--- src/rtl/rast_pkg.sv ---
// Shared rasterizer types: subsample encodings, iterator FSM states and the
// subsample-rate-to-step helper.
package rast_pkg;

    typedef enum logic {StWait, StTest} state_e;

    localparam logic [3:0] Sub1x  = 4'b1000;
    localparam logic [3:0] Sub4x  = 4'b0100;
    localparam logic [3:0] Sub16x = 4'b0010;
    localparam logic [3:0] Sub64x = 4'b0001;

    // Sample pitch in fixed point; non-one-hot codes fall back to 1x.
    function automatic int unsigned step_from_sub(input logic [3:0] sub,
                                                  input int unsigned radix);
        int unsigned k;
        case (sub)
            Sub4x:   k = 1;
            Sub16x:  k = 2;
            Sub64x:  k = 3;
            default: k = 0;
        endcase
        return 32'd1 << (radix - k);
    endfunction

endpackage

--- src/rtl/iter_lfsr.sv ---
// 16-bit Fibonacci LFSR (taps 16,14,13,11) with enable, used for sample jitter.
// Only compiled when SAMPLE_JITTER_EN is defined.
`ifdef SAMPLE_JITTER_EN
module iter_lfsr #(
    parameter logic [15:0] Seed = 16'hACE1
) (
    input  logic        clk,
    input  logic        rst,
    input  logic        en,
    output logic [15:0] value
);

    logic [15:0] lfsr_q, lfsr_d;

    always_comb begin
        lfsr_d = lfsr_q;
        if (en) begin
            lfsr_d = {lfsr_q[14:0], lfsr_q[15] ^ lfsr_q[13] ^ lfsr_q[12] ^ lfsr_q[10]};
        end
    end

    always_ff @(posedge clk or negedge rst) begin
        if (!rst) begin
            lfsr_q <= Seed;
        end else begin
            lfsr_q <= lfsr_d;
        end
    end

    assign value = lfsr_q;

endmodule
`endif

--- src/rtl/sample_iter.sv ---
// Walks a triangle's sample-aligned bounding box in row-major order, one sample per cycle.
// Optional SAMPLE_JITTER_EN adds an LFSR-jittered copy of each sample position.
module sample_iter
    import rast_pkg::*;
#(
    parameter int unsigned SIGFIG = 24,
    parameter int unsigned RADIX  = 10,
    parameter int unsigned VERTS  = 3,
    parameter int unsigned AXIS   = 3,
    parameter int unsigned COLORS = 3
) (
    input  logic                                   clk,
    input  logic                                   rst,
    input  logic [VERTS-1:0][AXIS-1:0][SIGFIG-1:0] tri_R13S,
    input  logic [COLORS-1:0][SIGFIG-1:0]          color_R13U,
    input  logic [1:0][1:0][SIGFIG-1:0]            box_R13S,
    input  logic                                   validTri_R13H,
    input  logic [3:0]                             subSample_RnnnnU,
    output logic                                   halt_RnnnnL,
    output logic [VERTS-1:0][AXIS-1:0][SIGFIG-1:0] tri_R14S,
    output logic [COLORS-1:0][SIGFIG-1:0]          color_R14U,
    output logic [1:0][SIGFIG-1:0]                 sample_R14S,
`ifdef SAMPLE_JITTER_EN
    output logic [1:0][SIGFIG-1:0]                 jitter_R14S,
`endif
    output logic                                   validSamp_R14H
);

    state_e                                 state_q, state_d;
    logic [VERTS-1:0][AXIS-1:0][SIGFIG-1:0] tri_q, tri_d;
    logic [COLORS-1:0][SIGFIG-1:0]          color_q, color_d;
    logic [SIGFIG-1:0]                      ll_x_q, ll_x_d, ur_x_q, ur_x_d, ur_y_q, ur_y_d;
    logic [SIGFIG-1:0]                      step_q, step_d;
    logic [SIGFIG-1:0]                      sx_q, sx_d, sy_q, sy_d;
    logic                                   valid_q, valid_d;

    logic x_end, last, accept, box_ok;

    assign x_end  = $signed(sx_q) >= $signed(ur_x_q);
    assign last   = (state_q == StTest) && x_end && ($signed(sy_q) >= $signed(ur_y_q));
    assign halt_RnnnnL = (state_q == StWait) || last;
    assign accept = validTri_R13H && halt_RnnnnL;
    assign box_ok = ($signed(box_R13S[1][0]) >= $signed(box_R13S[0][0])) &&
                    ($signed(box_R13S[1][1]) >= $signed(box_R13S[0][1]));

    always_comb begin
        state_d = state_q;
        tri_d   = tri_q;
        color_d = color_q;
        ll_x_d  = ll_x_q;
        ur_x_d  = ur_x_q;
        ur_y_d  = ur_y_q;
        step_d  = step_q;
        sx_d    = sx_q;
        sy_d    = sy_q;
        valid_d = valid_q;

        // Accept wins over retiring the last sample so back-to-back triangles have no bubble.
        if (accept) begin
            if (box_ok) begin
                tri_d   = tri_R13S;
                color_d = color_R13U;
                ll_x_d  = box_R13S[0][0];
                ur_x_d  = box_R13S[1][0];
                ur_y_d  = box_R13S[1][1];
                step_d  = SIGFIG'(step_from_sub(subSample_RnnnnU, RADIX));
                sx_d    = box_R13S[0][0];
                sy_d    = box_R13S[0][1];
                valid_d = 1'b1;
                state_d = StTest;
            end else begin
                valid_d = 1'b0;
                state_d = StWait;
            end
        end else if (state_q == StTest) begin
            if (last) begin
                valid_d = 1'b0;
                state_d = StWait;
            end else if (x_end) begin
                sx_d = ll_x_q;
                sy_d = sy_q + step_q;
            end else begin
                sx_d = sx_q + step_q;
            end
        end
    end

    always_ff @(posedge clk or negedge rst) begin
        if (!rst) begin
            state_q <= StWait;
            tri_q   <= '0;
            color_q <= '0;
            ll_x_q  <= '0;
            ur_x_q  <= '0;
            ur_y_q  <= '0;
            step_q  <= '0;
            sx_q    <= '0;
            sy_q    <= '0;
            valid_q <= 1'b0;
        end else begin
            state_q <= state_d;
            tri_q   <= tri_d;
            color_q <= color_d;
            ll_x_q  <= ll_x_d;
            ur_x_q  <= ur_x_d;
            ur_y_q  <= ur_y_d;
            step_q  <= step_d;
            sx_q    <= sx_d;
            sy_q    <= sy_d;
            valid_q <= valid_d;
        end
    end

    assign tri_R14S       = tri_q;
    assign color_R14U     = color_q;
    assign sample_R14S[0] = sx_q;
    assign sample_R14S[1] = sy_q;
    assign validSamp_R14H = valid_q;

`ifdef SAMPLE_JITTER_EN
    logic [15:0]       lfsr;
    logic [SIGFIG-1:0] off_x, off_y;

    iter_lfsr #(
        .Seed(16'hACE1)
    ) u_lfsr (
        .clk  (clk),
        .rst  (rst),
        .en   (valid_q),
        .value(lfsr)
    );

    // 8-bit fraction of a step, so the offset stays in [0, step).
    assign off_x = SIGFIG'(({{SIGFIG{1'b0}}, lfsr[7:0]} * {8'd0, step_q}) >> 8);
    assign off_y = SIGFIG'(({{SIGFIG{1'b0}}, lfsr[15:8]} * {8'd0, step_q}) >> 8);
    assign jitter_R14S[0] = sx_q + off_x;
    assign jitter_R14S[1] = sy_q + off_y;
`endif

endmodule

--- config.mk ---
export PLATFORM = sky130hd
export DESIGN_NAME = sample_iter
export DESIGN_NICKNAME = d
export VERILOG_FILES = /design/src/rtl/rast_pkg.sv /design/src/rtl/iter_lfsr.sv /design/src/rtl/sample_iter.sv
export SDC_FILE = /design/constraint.sdc
export NUM_CORES = 1
export LEC_CHECK = 0
export CAP_MARGIN = 20
export CELL_PAD_IN_SITES_DETAIL_PLACEMENT = 0
export CELL_PAD_IN_SITES_GLOBAL_PLACEMENT = 2
export CORE_MARGIN = 4
export CORE_UTILIZATION = 26
export CTS_CLUSTER_SIZE = 24
export DETAILED_ROUTE_END_ITERATION = 10
export PLACE_DENSITY = 0.74
export SLEW_MARGIN = 25
export SYNTH_ARGS = -nofsm -noshare
export SYNTH_HDL_FRONTEND = slang
export SYNTH_SLANG_ARGS = --single-unit
export TNS_END_PERCENT = 30
--- constraint.sdc ---
create_clock -name clk -period 3.18 [get_ports clk]
set_input_delay 0.636 -clock clk [delete_from_list [all_inputs] [get_ports clk]]
set_output_delay 0.636 -clock clk [all_outputs]
set_load 0.02 [all_outputs]
* After elaboration in Yosys (flattened, before gate mapping) *
Cells that the tools add are included.

word-level totals
  flip-flop bits (word level) = 434
  RAM bits = 0
  latch bits = 0
  output and inout bits = 338
  ROM bits = 0
  logic and storage cells = 66
  memories kept = 0

cells by class
  shifts and indexed selects = 1
  div/mod/pow operators = 0
  eq/ne operators = 5
  order comparisons = 4
  bitwise gates (word level) = 1
  multipliers = 0
  reduce and logical (&&, ||, !) cells = 12
  add/sub/neg operators = 3
  multiplexer cells = 20

operators by type and width
  kind                                                                    count
  24-bit 2-to-1 mux                                                       10
  24-bit greater-or-equal comparator                                      4
  32-bit 2-to-1 mux                                                       2
  24-bit adder                                                            2
  1-bit by 32-bit << shifter with 24-bit output (first input constant)    1
  4-bit by 32-bit subtractor with 32-bit output (first input constant)    1
  1-bit 2-to-1 mux                                                        7
  2-bit case mux with 3 select lines                                      1
  2-bit nonzero test                                                      3
  4-bit by 1-bit equality test with 1-bit output (second input constant)  1
  4-bit by 2-bit equality test with 1-bit output (second input constant)  1
  4-bit by 3-bit equality test with 1-bit output (second input constant)  1
  1-bit logical AND                                                       4
  2-bit by 1-bit != test with 1-bit output (second input constant)        2
  2-bit AND reduction                                                     2
  4-bit AND reduction                                                     1
  3-bit AND reduction                                                     1
  1-bit logical OR                                                        1
  1-bit NOT                                                               1

* Depth between registers and ports, before layout *
  word-level depth = 8
  depth in mapped cells = 14
  mapped depth without buffers = 12

* Worst setup path after synthesis *
Ideal clock, no wire load.

  kind = register to output
  from = register sy_q[23]
  to = output halt_RnnnnL
  slack = -279 ps
  path buffers = 1
  cell stages (with the launch flop) = 10
  data arrival time = 2823 ps
  data required time = 2544 ps
  path through = dfrtp_1 -> ha_1 -> nand4_1 -> or4_1 -> a21oi_1 -> or2_4 -> mux2_4 -> a21oi_4 -> inv_1 -> buf_2

on the way
  longest elaborated chain between the ends = 3

ends and longest elaborated chain
  item                                line                RTL
  from (decl)                         sample_iter.sv:34   logic [SIGFIG-1:0] sx_q, sx_d, sy_q, sy_d;
  from (signal assigned)              sample_iter.sv:109  sy_q <= sy_d;
  24-bit greater-or-equal comparator  sample_iter.sv:40   assign last = (state_q == StTest) && x_end && ($signed(sy_q) >= $signed(ur_y_q));
  1-bit logical AND                   sample_iter.sv:40
  1-bit logical OR                    sample_iter.sv:41   assign halt_RnnnnL = (state_q == StWait) || last;
  to (decl)                           sample_iter.sv:19   output logic halt_RnnnnL,

Every way passes these cells.

* Worst setup path after layout *
  from = register sy_q[17]
  to = output halt_RnnnnL

The elaborated chain is that of the path after synthesis.

==> flow_summary.ini <==
[die]
die_w_um = 291.3
pin_count = 729
num_rows = 103
coreArea_mm2 = 0.07926
die_h_um = 291.3
die-area_mm2 = 0.08485
start_util_pct = 26.33

[global_route]
track_usage_pct = 21.02
grt_pass1_vias = 19260
grt-ovfl-total = 0
grt_pass1_wl_um = 132600
antenna_found_initial = 31
grt_max_degree = 74

[layout]
final_cells = 3819
nets = 3226
syn2layout_area_growth_pct = 66.92
utilization_pct = 43.94
drive_gt1_share_pct = 24.40
nFillCells = 7356

[clock_tree]
clock_latency_ps = 600
max-clock-path-buffers = 3
numCtsBuffers = 53
cts_tree = built
hold_buffers = 0
htree_levels = 2
cts.sinks = 423
path_clk_slew_ps = 60
root_buffer = clkbuf_16

[synth]
synth_fp_nets = 2198
ys_ff_latch = 423
yosysTopAreaCell = dfrtp_1
yosysWarnings = 0
yosysMostFrequentCell = dfrtp_1
ys_seq_area_share_pct = 50.73
syn_area_mm2 = 0.02087
synth-async-reset-ratio_pct = 100.0
ys_top_cells_by_area = dfrtp_1 51%, mux2_1 16%, ha_1 7.7%
synth-edff-count = 0
synth-main-ff-cell = dfrtp_1
synth_area_per_cell_um2 = 12.44
synth_top_area_share_pct = 50.73
synth_top_cells_by_count = 423 x dfrtp_1, 305 x mux2_1, 128 x ha_1
synth_cell_types = 72
postSynthCellCount = 1677

[setup_path]
crit_slowest_cell = or4_4
arrival_ps = 3080
startpoint_type = register
slowest_delay_ps = 580
cp-end-kind = primary output
crit_required_ps = 2540
cp_max_fo = 3
worst-setup-path-type = register to primary output
crit_chain = ha_4 > nand4_1 > or4_4 > a21oi_4 > or2_4 > mux2_4 > a21oi_4 > inv_2 > buf_6
cpMostUsedCell = a21oi_4

[pwr]
ir_drop_uv = 721.2
p_total_mw = 39.36
p_leak_nw = 15.38
power.density_mw_per_mm2 = 1130

[place]
portBuffers = 728
dp_hpwl_um = 73690
dpl.cell_count = 3656
place.gp.congestion = 0.8791

[timing]
tightest_slew_ps = 701.2
rsz0062_at_grt = true
fin_worst_skew_ps = 26.70
hold_violations = 0
setup_viol = 419
max_freq_mhz = 268.9
slew_headroom_pct = 53.26
fin_tns_setup_ps = -145160
min_period_ps = 3719
fin_hold_ws_ps = 44.00
period_share_pct = 116.9
maxSlewViolCount = 0
setup_slack_ps = -538.9

[routing]
vias = 17730
antenna_left = 0
wire_per_inst_um = 24.34
remaining_drc_errors = 0
dr.pass1.iters = 5
vias_per_cell = 4.642
drtIter0Drc = 831
wl_um = 92970

[worst_hold_path]
hold_path_class = primary input to async pin

[job]
cap_violations = 0

[outcome]
violations = setup timing
status = complete, but fails checks
[state kept, by name (all words and copies together), names as in the netlist]
register and cells:
step_q 13, validSamp_R14H 1, ll_x_q 24, ur_y_q 24, sy_q 24, sx_q 24, state_q 1, tri_R14S 216
color_R14U 72, ur_x_q 24
[final cells by class]
class	count	area (um^2)	area share [%]
clock inverters	19	251.5	0.7221
flip-flops and latches	423	10590	30.40
well taps	1050	1314	3.772
multi-input cells	1064	10170	29.19
repair buffers	1039	10430	29.94
clock buffers	77	1546	4.440
inverters	124	478.0	1.372
diodes	23	57.56	0.1653
[final timing paths]
| path | startpoint | endpoint | slack (ps) | depth (start not counted) |
|---|---|---|---|---|
| worst max-delay path | sy_q[17]$_DFFE_PN0P_ | halt_RnnnnL | -540 | 9 |
| worst min-delay path | rst | tri_R14S[173]$_DFFE_PN0P_ | 40 | 1 |
| worst max register to register | sy_q[17]$_DFFE_PN0P_ | tri_R14S[79]$_DFFE_PN0P_ | -490 | 16 |
| worst min register to register | tri_R14S[97]$_DFFE_PN0P_ | tri_R14S[97]$_DFFE_PN0P_ | 480 | 1 |
| max in group asynchronous | rst | tri_R14S[10]$_DFFE_PN0P_ | 2260 | 3 |
| min in group clk | box_R13S[86] | ur_y_q[14]$_DFFE_PN0P_ | 420 | 2 |
[placed cells by master, fill, tap and decap left out, drive strengths merged, types with 6 or more instances in the layout]
cell,netlist,final
a21o,15,15
nand2b,8,8
buf,53,308
mux2,383,383
xor2,14,14
a221o,6,6
nand3,29,29
o21ai,41,41
a211oi,11,11
a21oi,82,82
nor3,41,41
clkinv,0,11
clkbuf,13,84
dlygate4sd2,0,44
xnor2,14,14
inv,124,125
clkdlybuf4s50,0,672
nor2b,12,12
nor2,48,48
nand2,65,65
dfrtp,423,423
a31oi,24,24
ha,128,128
o31ai,7,7
mux2i,17,17
o22ai,7,7
diode,0,23
nand4,24,24
o211ai,7,7
[critical path: cells and delay by family (launching register included)]
family	cells	cell delay, ps
and+or+nand+nor	3	870
DFF	1	430
muxes	1	340
AOI/OAI and AO/OA	2	310
adders and majority gates	1	290
buffers and inverters	2	230
[what timing repair did]
action,in CTS,in global routing
pin swaps,37,20
buffers inserted,18,15
resized for setup,142,98
cloned,10,5
endpoints found under the setup margin,424,422
hold endpoints to repair,0,0
[per-layer routing]
metal | up-vias | GRT usage [%] | share of wire (%)
met5 | - | 0 | 0.023
met4 | 4 | 9.883 | 4.2
met3 | 131 | 6.027 | 7.1
met2 | 604 | 35.34 | 49
met1 | 8860 | 24.77 | 39
li1 | 8129 | - | -
[per-stage QoR]
stage / instance area, um^2 / worst slack (ps)
6_report: 34830 / -538.9
4_1_cts: 34210 / -587.5
2_1_floorplan: 21280 / -99.23
3_5_place_dp: 31600 / -1477
5_1_grt: 34810 / -629.6
3_3_place_gp: 31600 / -1528
[report_power, final]
group,switching (mW),internal [mW]
Combinational,11.4,11.7
Sequential,1.85,8.17
Clock,2.45,3.77
Total,15.7,23.7
[kinds of logic after synthesis]
kind of cell / count (synthesis) / share of synthesized area, %
fa+ha+maj: 130 / 7.868
simple gates: 258 / 6.267
buf+inv: 190 / 4.761
xor+xnor: 28 / 1.175
compound gates: 248 / 7.634
flops: 423 / 50.73
mux: 400 / 21.56
No activity file was read; power rests on OpenSTA's default activity.
